## src/rtl/led_game_pkg.sv

```systemverilog
// Shared types and constants for the LED reaction/memory game.
`timescale 1ns/1ps
package led_game_pkg;

  typedef enum logic [3:0] {
    IDLE  = 4'd0,
    INIT  = 4'd1,
    CLEAR = 4'd2,
    GEN   = 4'd3,
    ARM   = 4'd4,
    PLAY  = 4'd5,
    SCORE = 4'd6,
    OVER  = 4'd7
  } state_e;

  // Active-low segments, bit0 = a .. bit6 = g
  localparam logic [6:0] SEG_0     = 7'b1000000;
  localparam logic [6:0] SEG_1     = 7'b1111001;
  localparam logic [6:0] SEG_2     = 7'b0100100;
  localparam logic [6:0] SEG_3     = 7'b0110000;
  localparam logic [6:0] SEG_4     = 7'b0011001;
  localparam logic [6:0] SEG_5     = 7'b0010010;
  localparam logic [6:0] SEG_6     = 7'b0000010;
  localparam logic [6:0] SEG_7     = 7'b1111000;
  localparam logic [6:0] SEG_8     = 7'b0000000;
  localparam logic [6:0] SEG_9     = 7'b0010000;
  localparam logic [6:0] SEG_BLANK = 7'b1111111;

  // x^10 + x^7 + 1 taps as bit indices of the shift register
  localparam logic [9:0] LFSR_SEED  = 10'h001;
  localparam int         LFSR_TAP_A = 9;
  localparam int         LFSR_TAP_B = 6;

  localparam int         MAX_LEVEL_DEF = 9;
  localparam logic [9:0] LED_WIN       = 10'h3FF;

endpackage

```

## src/rtl/led_game_status_seg7.sv

```systemverilog
// BCD digit to active-low 7-segment pattern; non-BCD codes blank the digit.
`timescale 1ns/1ps
module seg7_decoder
  import led_game_pkg::*;
(
  input  logic [3:0] digit,
  output logic [6:0] seg
);

  always_comb begin
    seg = SEG_BLANK;
    case (digit)
      4'd0:    seg = SEG_0;
      4'd1:    seg = SEG_1;
      4'd2:    seg = SEG_2;
      4'd3:    seg = SEG_3;
      4'd4:    seg = SEG_4;
      4'd5:    seg = SEG_5;
      4'd6:    seg = SEG_6;
      4'd7:    seg = SEG_7;
      4'd8:    seg = SEG_8;
      4'd9:    seg = SEG_9;
      default: seg = SEG_BLANK;
    endcase
  end

endmodule

```

## src/rtl/led_game_status.sv

```systemverilog
// LED reaction/memory game controller: tick counter, LFSR pattern source,
// game FSM, BCD score and three 7-segment digit drivers.
`timescale 1ns/1ps
module led_game_status
  import led_game_pkg::*;
#(
  parameter int TICK_CYCLES = 16,
  parameter int MAX_LEVEL   = MAX_LEVEL_DEF
) (
  input  logic       clock,
  input  logic       reset,
  input  logic       start,
  input  logic [9:0] switch,
  output logic [9:0] led,
  output logic [6:0] point_msb,
  output logic [6:0] point_lsb,
  output logic [6:0] level_out,
  output logic       splitter
);

  localparam int            CW         = (TICK_CYCLES > 1) ? $clog2(TICK_CYCLES) : 1;
  localparam logic [CW-1:0] TICK_LAST  = CW'(TICK_CYCLES - 1);
  localparam logic [3:0]    LAST_LEVEL = 4'(MAX_LEVEL);

  state_e        _current;
  state_e        _next;
  logic [CW-1:0] count;
  logic          tick;
  logic [9:0]    lfsr;
  logic [9:0]    pattern;
  logic [3:0]    window;
  logic [3:0]    level;
  logic [7:0]    score;
  logic          won;
  logic          blink;
  logic          match;

  assign tick  = (count == TICK_LAST);
  assign match = (switch == pattern);

  // Two-digit BCD add that pins at 99 instead of wrapping.
  function automatic logic [7:0] bcd_add_sat(input logic [7:0] bcd, input logic [3:0] inc);
    logic [4:0] ones;
    logic [4:0] tens;
    ones = {1'b0, bcd[3:0]} + {1'b0, inc};
    tens = {1'b0, bcd[7:4]};
    if (ones > 5'd9) begin
      ones = ones - 5'd10;
      tens = tens + 5'd1;
    end
    if (tens > 5'd9) return 8'h99;
    return {tens[3:0], ones[3:0]};
  endfunction

  always_ff @(posedge clock or negedge reset) begin
    if (!reset) _current <= IDLE;
    else        _current <= _next;
  end

  always_comb begin
    _next = _current;
    case (_current)
      IDLE:    if (!start) _next = INIT;
      INIT:    _next = GEN;
      CLEAR:   if (switch == 10'd0) _next = GEN;
      GEN:     _next = ARM;
      ARM:     _next = PLAY;
      // A match in the same cycle as the final tick still counts as a hit.
      PLAY:    if (match) _next = SCORE;
               else if (tick && window <= 4'd1) _next = OVER;
      SCORE:   _next = (level == LAST_LEVEL) ? OVER : CLEAR;
      OVER:    if (tick) _next = IDLE;
      default: _next = IDLE;
    endcase
  end

  always_comb begin
    led = 10'd0;
    case (_current)
      PLAY:    led = pattern;
      OVER:    led = won ? LED_WIN : 10'd0;
      default: led = 10'd0;
    endcase
    splitter = blink & (_current != IDLE);
  end

  always_ff @(posedge clock or negedge reset) begin
    if (!reset) begin
      count <= '0;
      lfsr  <= LFSR_SEED;
    end else begin
      count <= tick ? '0 : count + CW'(1);
      lfsr  <= {lfsr[8:0], lfsr[LFSR_TAP_A] ^ lfsr[LFSR_TAP_B]};
    end
  end

  always_ff @(posedge clock or negedge reset) begin
    if (!reset) begin
      level <= 4'd0;
      score <= 8'h00;
      won   <= 1'b0;
      blink <= 1'b0;
    end else begin
      if (_current == IDLE) blink <= 1'b0;
      else if (tick)        blink <= ~blink;
      case (_current)
        INIT: begin
          score <= 8'h00;
          level <= 4'd1;
          won   <= 1'b0;
        end
        SCORE: begin
          score <= bcd_add_sat(score, level);
          won   <= (level == LAST_LEVEL);
          if (level != LAST_LEVEL) level <= level + 4'd1;
        end
        default: ;
      endcase
    end
  end

  // Pattern and window are only consumed after GEN/ARM load them.
  always_ff @(posedge clock) begin
    if (_current == GEN) pattern <= lfsr;
    if (_current == ARM)
      window <= 4'd10 - level;
    else if (_current == PLAY && !match && tick)
      window <= window - 4'd1;
  end

  seg7_decoder u_seg_msb (.digit(score[7:4]), .seg(point_msb));
  seg7_decoder u_seg_lsb (.digit(score[3:0]), .seg(point_lsb));
  seg7_decoder u_seg_lvl (.digit(level),      .seg(level_out));

endmodule

```

## config.mk

```make
export PLATFORM = sky130hd
export DESIGN_NAME = led_game_status
export DESIGN_NICKNAME = d
export VERILOG_FILES = /design/src/rtl/led_game_pkg.sv /design/src/rtl/led_game_status_seg7.sv /design/src/rtl/led_game_status.sv
export SDC_FILE = /design/constraint.sdc
export NUM_CORES = 1
export LEC_CHECK = 0
export ABC_AREA = 1
export CORE_MARGIN = 1
export CORE_UTILIZATION = 55
export CTS_CLUSTER_SIZE = 24
export DETAILED_ROUTE_END_ITERATION = 8
export HOLD_SLACK_MARGIN = 0.02
export MAX_ROUTING_LAYER = met4
export PLACE_DENSITY = 0.81
export SYNTH_ARGS = -nofsm -noshare
export SYNTH_HDL_FRONTEND = slang
export SYNTH_HIERARCHICAL = 1
export SYNTH_SLANG_ARGS = --single-unit
```

## constraint.sdc

```tcl
create_clock -name clock -period 3 [get_ports clock]
set_clock_uncertainty 0.2 [all_clocks]
set_input_delay 0.45 -clock clock [delete_from_list [all_inputs] [get_ports clock]]
set_output_delay 0.45 -clock clock [all_outputs]
set_load 0.01 [all_outputs]
```

-- Word-level counts from Yosys, hierarchy flattened
Memories as Yosys holds them, arrays and structs flattened.
Cells that the tools add are included.
Widths: inputs -> output; s select.
- input bits: 13
- register bits: 46
- memories: 3
- ROM bits: 336
- word-level logic and storage cells: 78
- $lt $le $gt $ge: 3
- $add $sub $neg: 7
- equal/unequal tests: 16
- reductions and logical operators: 12
- bitwise operators: 3
- muxes and demuxes: 25
- memories (name ; words ; bits a word ; read ports ; clocked after Yosys merged registers in ; write ports ; line ; source):
    (no name shown) ; 16 ; 7 ; 1 ; 0 ; 0 ; led_game_status_seg7.sv:12 ; case (digit)
    (no name shown) ; 16 ; 7 ; 1 ; 0 ; 0 ; led_game_status_seg7.sv:12 ;
    (no name shown) ; 16 ; 7 ; 1 ; 0 ; 0 ; led_game_status_seg7.sv:12 ;
- operators with widths (cell ; number):
    $mux 4 ; 10
    $pmux 4 s8 ; 1
    $pmux 10 s2 ; 1
    $eq 4x3->1 const B ; 4
    $mux 8 ; 2
    $pmux 8 s2 ; 1
    $eq 10x10->1 ; 1
    $gt 5x4->1 const B ; 2
    $logic_not 10->1 ; 1
    $mux 10 ; 1
    $mux 5 ; 2
    $add 4x1->4 const B ; 2
    $eq 4x2->1 const B ; 2
    $eq 4x4->1 const B ; 2
    $ne 2x2->1 const B ; 4
    $pmux 4 s2 ; 1
    $reduce_bool 2->1 ; 3
    $add 4x1->5 const B ; 1
    $add 4x4->5 ; 1
    $eq 4x1->1 const B ; 1
    $le 4x1->1 const B ; 1
    $logic_not 4->1 ; 1
    $mux 1 ; 4
    $ne 4x4->1 const B ; 1
    other kinds (14) ; 16

-- Logic depth before layout (Yosys ltp)
Gate-level depths: netlist of run 1.
- word-level depth: 9
- mapped depth: 15

-- Modules after synthesis
Netlist of run 1, hierarchy kept.
- modules (own cells, without submodules) (module ; area an instance (µm²) ; instances ; sequential area each (µm²) ; cells an instance):
    led_game_status ; 2513.7 ; 1 ; 1197.4 ; 284
    seg7_decoder ; 187.7 ; 3 ; 0.0 ; 35

-- Worst setup path before layout of run 1
Ideal clock, no wire load.
- kind: register to register
- start point: register level[0]
- end point: register score[3]
- library setup time: 116 ps
- arrival time: 2148 ps
- required time: 2684 ps
- cell stages (with the launch flop): 15
- setup slack: 536 ps
- cell sequence: dfrtp_1 -> ha_1 -> inv_1 -> fa_1 -> or2_1 -> nand2_2 -> nor2_2 -> o21ai_4 -> nand2_1 -> nand2_2 -> nand2_2 -> nand2_4 -> nand3_1 -> nand2_1 -> nand2_1
- longest elaborated chain between the ends: 9
- ends and longest elaborated chain (item ; line ; source):
    start: declaration ; led_game_status.sv:32 ; logic [3:0] level;
    start signal: assignment ; led_game_status.sv:115 ; if (level != LAST_LEVEL) level <= level + 4'd1;
    $add 4x4->5 (*) ; led_game_status.sv:45 ; ones = {1'b0, bcd[3:0]} + {1'b0, inc};
    $gt 5x4->1 ; led_game_status.sv:47 ; if (ones > 5'd9) begin
    $mux 5 ; led_game_status.sv:47 ;
    $mux 5 ; led_game_status.sv:106 ; case (_current)
    $gt 5x4->1 ; led_game_status.sv:51 ; if (tens > 5'd9) return 8'h99;
    $mux 1 ; led_game_status.sv:51 ;
    $mux 1 ; led_game_status.sv:106 ;
    $mux 8 (*) ; led_game_status.sv:52 ; return {tens[3:0], ones[3:0]};
    $pmux 8 s2 (*) ; led_game_status.sv:106 ;
    end signal: assignment ; led_game_status.sv:113 ; score <= bcd_add_sat(score, level);
    end: declaration ; led_game_status.sv:33 ; logic [7:0] score;
Mark *: on every way between the ends. The rest lies on a longest branch, timed or not. The select of a mux whose other input is x is not followed.
A chain may end at the register's enable or synchronous reset.

-- Worst setup path in the final report of run 1
- start point: register _current[2]
- end point: output led[3]
- longest elaborated chain between the ends: 2
- ends and longest elaborated chain (item ; line ; source):
    start: declaration ; led_game_status.sv:25 ; state_e _current;
    start signal: assignment ; led_game_status.sv:57 ; else _current <= _next;
    $eq 4x3->1 ; led_game_status.sv:79 ; case (_current)
    $pmux 10 s2 (*) ; led_game_status.sv:79 ;
    end: declaration ; led_game_status.sv:14 ; output logic [9:0] led,
Mark *: on every way between the ends. The rest lies on a longest branch, timed or not.

==> results of run 1 <==
cell usage in the layout, fill, tap and decap left out, drive strengths merged:
master / instances
a21oi: 7
a22o: 1
a31oi: 1
buf: 3
bufinv: 1
clkbuf: 5
clkdlybuf4s50: 44
clkinv: 2
dfrtp: 30
dfstp: 1
edfxtp: 14
fa: 1
ha: 27
inv: 61
nand2: 122
nand3: 41
nand4: 6
nor2: 17
nor3: 7
nor4: 3
o2111ai: 1
o21ai: 25
o21bai: 1
o22ai: 3
or2: 4
xnor2: 3
xor2: 13
critical path, cell delays in order (launching register included):
cell and delay [ps]:
dfrtp_1 450, inv_1 150, nor3_4 310, inv_1 220, o21ai_0 190, clkdlybuf4s50_1 570
per-stage QoR:
step / worst slack, ps / utilization / instances / hold WS (ps) / cell area [um2]
final: 152 / 0.715 / 514 / 186 / 3740
after global routing: 4.86 / 0.715 / 514 / 202 / 3740
after CTS: 113 / 0.715 / 514 / 189 / 3740
after detailed placement: 450 / 0.693 / 506 / 163 / 3630
after global placement: 489 / 0.693 / 506 / 164 / 3630
after floorplan: 536 / - / 389 / -45.6 / 3080
layout make-up:
type,count,area share
well taps,70,0.0234
flip-flops and latches,45,0.320
multi-input cells,283,0.441
clock inverters,3,0.0127
inverters,61,0.0612
repair buffers,47,0.124
clock buffers,5,0.0184
sequential cells by signal (all words and copies together) (netlist names):
register	cells
lfsr	10
pattern	10
score	8
count	4
level	4
window	4
_current	3
blink	1
won	1
synthesized netlist by cell type (all sizes together) (4+ instances only):
cell / instances / area share
ha: 27 / 0.11
inv: 59 / 0.072
xor2: 13 / 0.037
or2: 4 / 0.0081
nor3: 7 / 0.017
nand3: 41 / 0.068
nand4: 6 / 0.012
edfxtp: 14 / 0.14
dfrtp: 30 / 0.24
nor2: 17 / 0.024
a21oi: 7 / 0.015
o21ai: 25 / 0.049
nand2: 122 / 0.16
worst min-delay path by stage:
stage,startpoint,end,slack [ps],cells past startpoint
3_3_place_gp,lfsr[5],lfsr[6],160,0
2_1_floorplan,reset,_current[0],-50,0
4_1_cts,lfsr[7],lfsr[8],190,0
5_1_grt,lfsr[5],lfsr[6],200,0
3_5_place_dp,lfsr[4],lfsr[5],160,0
6_report,lfsr[8],lfsr[9],190,0
metal layers:
metal	wire, um	GRT usage
met1	2990	0.318
met2	3090	0.412
met3	276	0.0298
met4	74	0.0788
met5	0	-
power breakdown:
part | switching (W) | internal [W]
combinational | 0.000848 | 0.000620
clock | 0.000217 | 0.000254
sequential | 0.000110 | 0.000759
total | 0.00117 | 0.00163
cell families after synthesis:
group / Yosys count / share of synthesized area
DFF: 45 / 0.389
and+or+nand+nor: 200 / 0.294
adders and majority gates: 28 / 0.116
buffers and inverters: 61 / 0.0744
AOI/OAI and AO/OA: 39 / 0.0805
xor gates and xnor gates: 16 / 0.0455
==> results.yml, run 1 <==
floorplan:
  die_h_um: 76.8
  die_w_um: 76.8
  core.rowCount: 26
  dieArea_mm2: 0.00590
  core_area_mm2: 0.00524
  io-pin-count: 45
  start_util: 0.587
timing:
  worst_pin_slew_ps: 844
  drv_slew: 0
  slew_headroom: 0.435
  tns_ps: 0
  period_needed_ps: 2850
  max_freq_mhz: 351
  final_hold_viol_count: 0
  setup_viol: 0
  min_period_over_period: 0.949
  rsz0062_at_grt: "no"
cts:
  path_clk_slew_ps: 90
  h-tree-depth: 2
  clk_latency_ps: 300
  cts_resized: 0
  clockBufferDepth: 2
  cts_sinks: 45
  cts-root-buf: "clkbuf_8"
  cts_tree: "yes"
  cts_buffers: 5
  hold_buffers: 0
  postCtsSetupRepairBufs: 0
finish:
  n_antenna_cell: 0
  area.growth.synth_to_final_pct: 21.7
  final_layout_size_suffix_gt1_frac: 0.0946
  nFillCells: 426
  fin_nets: 484
  multiInputGateArea_mm2: 0.00165
  register_area_mm2: 0.00120
power:
  power_w: 0.00281
  power_density_mw_per_mm2: 750
  peakVddDrop_uv: 517
  p_leak_nw: 1.92
grt:
  antenna_found_initial: 0
  grt_pass1_wl_um: 11500
  gr-total-overflow: 0
  grt_pass1_vias: 2560
  grt_max_degree: 32
  grtUsageTotal: 0.249
setup_path:
  r2r-end: "score[4]"
  rr_worst_depth: 14
  cp.required_ps: 2350
  ff2ff_setup_slack_ps: 470
  worstSetupPathType: "register to output pin"
  crit_path_end_kind: "output pin"
  endpoint: "led[3]"
  crit_arrival_ps: 2200
  critPathLaunchType: "register"
  critPathMaxFanout: 8
  critical_path.startpoint: "_current[2]"
  timing.rr.start: "score[0]"
route:
  drtAntennaViolNets: 0
  viasPerCell: 5.18
  wl_um: 6430
  drtIter0Drc: 182
  dr.pass1.iters: 4
  avgRoutedWirePerCell_um: 12.5
  vias: 2665
  drc: 0
yosys:
  synth_cells: 389
  synth-seq-cells: 45
  synth-async-reset-ratio: 0.689
  yosysSeqAreaShare: 0.389
  syn_avg_cell_area_um2: 7.91
  yosysWarningCount: 6
  yosys.cell_types.count: 35
  synth-main-ff-cell: "dfrtp_1"
  syn_area_mm2: 0.00308
  synth_edf_count: 14
  synth_nets: 430
placed_design:
  dpl.hpwl_um: 4970
  routabilityCongestion: 0.835
  io_buffers: 44
run:
  maxCapViolCount: 0
run_status:
  status: "finished clean"
hold_path:
  min_path_type: "register to register"
Note: power is estimated with default switching activity, not from simulation.
==> run 2: changes to the inputs <==
CORE_MARGIN = 5   (was 1)
CTS_CLUSTER_SIZE = not set   (was 24)
==> results.yml, run 2 (synthesized netlist as in run 1, its figures left out) <==
finish:
  area.growth.synth_to_final_pct: 22.0
  final_layout_size_suffix_gt1_frac: 0.0966
  final_cell_mix: "nand2_1, inv_1, clkdlybuf4s50_1"
  n_antenna_cell: 0
  top_regs: "lfsr x10, pattern x10, score x8"
  final_common_cell: "nand2_1"
  fin_nets: 485
timing:
  rsz0062_at_grt: "no"
  min_period_over_period: 0.945
  final_hold_viol_count: 0
  fin_ws_ps: 166
  slew_headroom: 0.476
  worst_pin_slew_ps: 783
  setup_viol: 0
  max_freq_mhz: 353
  period_needed_ps: 2830
  tns_ps: 0
  drv_slew: 0
setup_path:
  worstSetupPathType: "register to output pin"
  timing.critical_path.mode_cell: "inv_1"
  rr_worst_depth: 14
  worst_path_largest_cell_delay_ps: 560
  critPathLaunchType: "register"
  crit_path_end_kind: "output pin"
  critical_path.startpoint: "_current[2]"
  timing.rr.start: "score[0]"
  critPathMaxFanout: 8
  crit_family: "buffers and inverters"
  crit_arrival_ps: 2180
  endpoint: "led[4]"
  ff2ff_setup_slack_ps: 440
  path_cells: "inv_1, nor3_4, inv_1, o21ai_0, clkdlybuf4s50_1"
  worst_path_max_delay_cell: "clkdlybuf4s50_1"
  cp.required_ps: 2350
  crit_buf_inv: 3
  crit_cells: 5
  r2r-end: "score[4]"
cts:
  cts_tree: "yes"
  hold_buffers: 0
  cts_sinks: 45
  postCtsSetupRepairBufs: 0
  path_clk_slew_ps: 90
  cts_buffers: 5
  h-tree-depth: 2
  clockBufferDepth: 2
  cts_resized: 0
  clk_latency_ps: 300
  cts-root-buf: "clkbuf_8"
grt:
  gr-total-overflow: 0
  antenna_found_initial: 0
  grt_pass1_wl_um: 11800
  grt_pass1_vias: 2674
  grtUsageTotal: 0.206
  grt_max_degree: 32
power:
  pwr-share-comb: 0.523
  p_sw_w: 0.00119
  seq_power_share: 0.307
  switching_share: 0.421
  p_int_w: 0.00163
  power_density_mw_per_mm2: 752
  peakVddDrop_uv: 506
  p_leak_nw: 1.93
  clockPowerShare: 0.170
run:
  maxCapViolCount: 0
floorplan:
  die_h_um: 84.8
  dieArea_mm2: 0.00719
  die_w_um: 84.8
  io-pin-count: 45
  core.rowCount: 27
  start_util: 0.562
  core_area_mm2: 0.00547
route:
  drtIter0Drc: 124
  dr.pass1.iters: 4
  drtAntennaViolNets: 0
  viasPerCell: 5.16
  vias: 2668
  drc: 0
  wl_um: 6740
  avgRoutedWirePerCell_um: 13.0
placed_design:
  io_buffers: 44
  dpl.hpwl_um: 5300
  routabilityCongestion: 0.887
  place_ws_ps: 470
hold_path:
  min_path_type: "register to register"
  hold_start: "lfsr[1]"
run_status:
  status: "finished clean"
-- run 2: area by class of cell --
class | count | area, um2
clock buffers | 5 | 68.8
repair buffers | 48 | 470
clock inverters | 3 | 47.5
flip-flops and latches | 45 | 1200
inverters | 61 | 229
well taps | 72 | 90.1
multi-input cells | 283 | 1650
fillers | 464 | 1720
-- run 2: how the worst min path moves through the flow --
stage / cells after the start / slack, ps / endpoint
floorplan: 0 / -50 / _current[0]
global placement: 0 / 160 / lfsr[3]
detailed placement: 0 / 170 / lfsr[9]
CTS: 0 / 190 / lfsr[9]
global route: 0 / 200 / lfsr[2]
finish: 0 / 190 / lfsr[2]
-- run 2: power by group through the flow --
stage	Combinational, W	Sequential (W)	Clock [W]
final	0.00148	0.000867	0.000479
after global routing	0.00167	0.000886	0.000515
after CTS	0.00148	0.000867	0.000487
after detailed placement	0.00147	0.000878	0
after global placement	0.00143	0.000873	0
after floorplan	0.000920	0.000876	0
-- run 2: routing by layer --
layer / up-vias / track usage / wire length [um]
met5: - / - / 0
li1: 1380 / - / -
met1: 1227 / 0.248 / 2930
met4: 0 / 0.0576 / 72
met3: 6 / 0.0363 / 343
met2: 55 / 0.355 / 3400
-- run 2: metrics by stage --
| stage | util | std cells | hold WS (ps) | total power, W | instance area [um2] |
|---|---|---|---|---|---|
| 2_1_floorplan | - | 389 | -45.6 | 0.00180 | 3080 |
| 3_3_place_gp | 0.665 | 509 | 156 | 0.00230 | 3640 |
| 3_5_place_dp | 0.665 | 509 | 167 | 0.00235 | 3640 |
| 4_1_cts | 0.686 | 517 | 188 | 0.00284 | 3750 |
| 5_1_grt | 0.686 | 517 | 196 | 0.00307 | 3750 |
| 6_report | 0.686 | 517 | 185 | 0.00282 | 3750 |
==> run 3: changes to the inputs <==
SETUP_SLACK_MARGIN = 0.2   (was not set)
==> results.yml, run 3 (synthesized netlist as in run 1, its figures left out) <==
run_status:
  status: "finished clean"
setup_path:
  crit_path_end_kind: "output pin"
  critPathLaunchType: "register"
  critPathMaxFanout: 9
  crit_arrival_ps: 2030
  worstSetupPathType: "register to output pin"
  cp.required_ps: 2350
timing:
  slew_headroom: 0.475
  drv_slew: 0
  period_needed_ps: 2680
  fin_ws_ps: 315
  setup_viol: 0
  min_period_over_period: 0.895
  rsz0062_at_grt: "no"
  worst_pin_slew_ps: 784
  holdWs_ps: 186
  final_hold_viol_count: 0
  tns_ps: 0
  max_freq_mhz: 372
floorplan:
  io-pin-count: 45
  die_h_um: 84.8
  die_w_um: 84.8
  core_area_mm2: 0.00547
  dieArea_mm2: 0.00719
  core.rowCount: 27
  start_util: 0.562
placed_design:
  routabilityCongestion: 0.887
  place_ws_ps: 470
  io_buffers: 44
  dpl.hpwl_um: 5300
  post_dp_cell_area_mm2: 0.00364
grt:
  grt_max_degree: 32
  gr-total-overflow: 0
  antenna_found_initial: 0
  grtUsageTotal: 0.208
  grt_pass1_vias: 2684
  grt_pass1_wl_um: 11900
route:
  dr.pass1.iters: 4
  drtIter0Drc: 126
  viasPerCell: 5.19
  wl_um: 6810
  avgRoutedWirePerCell_um: 13.2
  drc: 0
  vias: 2686
  drtAntennaViolNets: 0
cts:
  cts_buffers: 5
  clockBufferDepth: 2
  hold_buffers: 0
  cts-root-buf: "clkbuf_8"
  clk_latency_ps: 300
  cts_sinks: 45
  cts_tree: "yes"
  h-tree-depth: 2
  path_clk_slew_ps: 90
power:
  peakVddDrop_uv: 507
  power_density_mw_per_mm2: 754
  p_int_w: 0.00164
  switching_share: 0.421
  seq_power_share: 0.305
  p_leak_nw: 1.93
  p_sw_w: 0.00120
  clockPowerShare: 0.170
  power_w: 0.00284
  pwr-share-comb: 0.524
finish:
  n_antenna_cell: 0
  final_layout_size_suffix_gt1_frac: 0.103
  final_cell_mix: "nand2_1, inv_1, clkdlybuf4s50_1"
  area.growth.synth_to_final_pct: 22.4
  fin_nets: 486
  final_common_cell: "nand2_1"
  final_area_mm2: 0.00376
  top_regs: "lfsr x10, pattern x10, score x8"
run:
  maxCapViolCount: 0
hold_path:
  min_path_type: "register to register"
[run 3: cell count changes in the layout (fill, tap and decap cells not counted), sizes merged]
cell,previous run,this run
buf,4,5
[run 3: per-layer routing]
layer | vias up | wire, um | global-route usage | share of wire
met5 | - | 0 | - | 0
li1 | 1374 | - | - | -
met3 | 8 | 331 | 0.0363 | 0.049
met4 | 0 | 70 | 0.0576 | 0.010
met2 | 73 | 3440 | 0.357 | 0.50
met1 | 1231 | 2980 | 0.250 | 0.44
[run 3: layout make-up]
cell class,instances,area (um2)
fillers,461,1710
multi-input cells,283,1650
flip-flops and latches,45,1200
repair buffers,49,478
inverters,61,229
well taps,72,90.1
clock buffers,5,68.8
clock inverters,3,47.5
[run 3: worst max-delay path: stages (launching register included)]
cell             delay [ps]
dfrtp_1                 410
buf_4                   180
inv_1                   120
ha_1                    240
nand2_1                 100
nand3_1                  90
nand2_1                  70
clkdlybuf4s50_1         530
[run 3: final timing paths]
| kind | start | to | slack [ps] | depth (start not counted) |
|---|---|---|---|---|
| worst max-delay path | level[0] | level_out[3] | 320 | 7 |
| worst min-delay path | lfsr[1] | lfsr[2] | 190 | 0 |
| worst max register to register | score[0] | score[4] | 450 | 14 |
| worst min register to register | lfsr[1] | lfsr[2] | 190 | 0 |
| max in group asynchronous | reset | lfsr[0] | 1940 | 2 |
| min in group asynchronous | reset | lfsr[7] | 340 | 2 |
[run 3: timing repair]
item                                   in CTS  in global routing
setup endpoints to repair                   6                  4
setup buffers                               1                  0
resized for setup                           1                  1
pin swaps                                   1                  0
endpoints found under the hold margin       0                  0
[run 3: stage by stage]
| stage | cells | utilization |
|---|---|---|
| final | 518 | 0.688 |
| after global routing | 518 | 0.688 |
| after CTS | 518 | 0.687 |
| after detailed placement | 509 | 0.665 |
| after global placement | 509 | 0.665 |
| after floorplan | 389 | - |
[run 3: power groups by stage]
stage	registers, W	clock network (W)	logic [W]
floorplan	0.000876	0	0.000920
global placement	0.000873	0	0.00143
detailed placement	0.000878	0	0.00147
CTS	0.000868	0.000487	0.00149
global route	0.000887	0.000515	0.00168
finish	0.000867	0.000484	0.00149
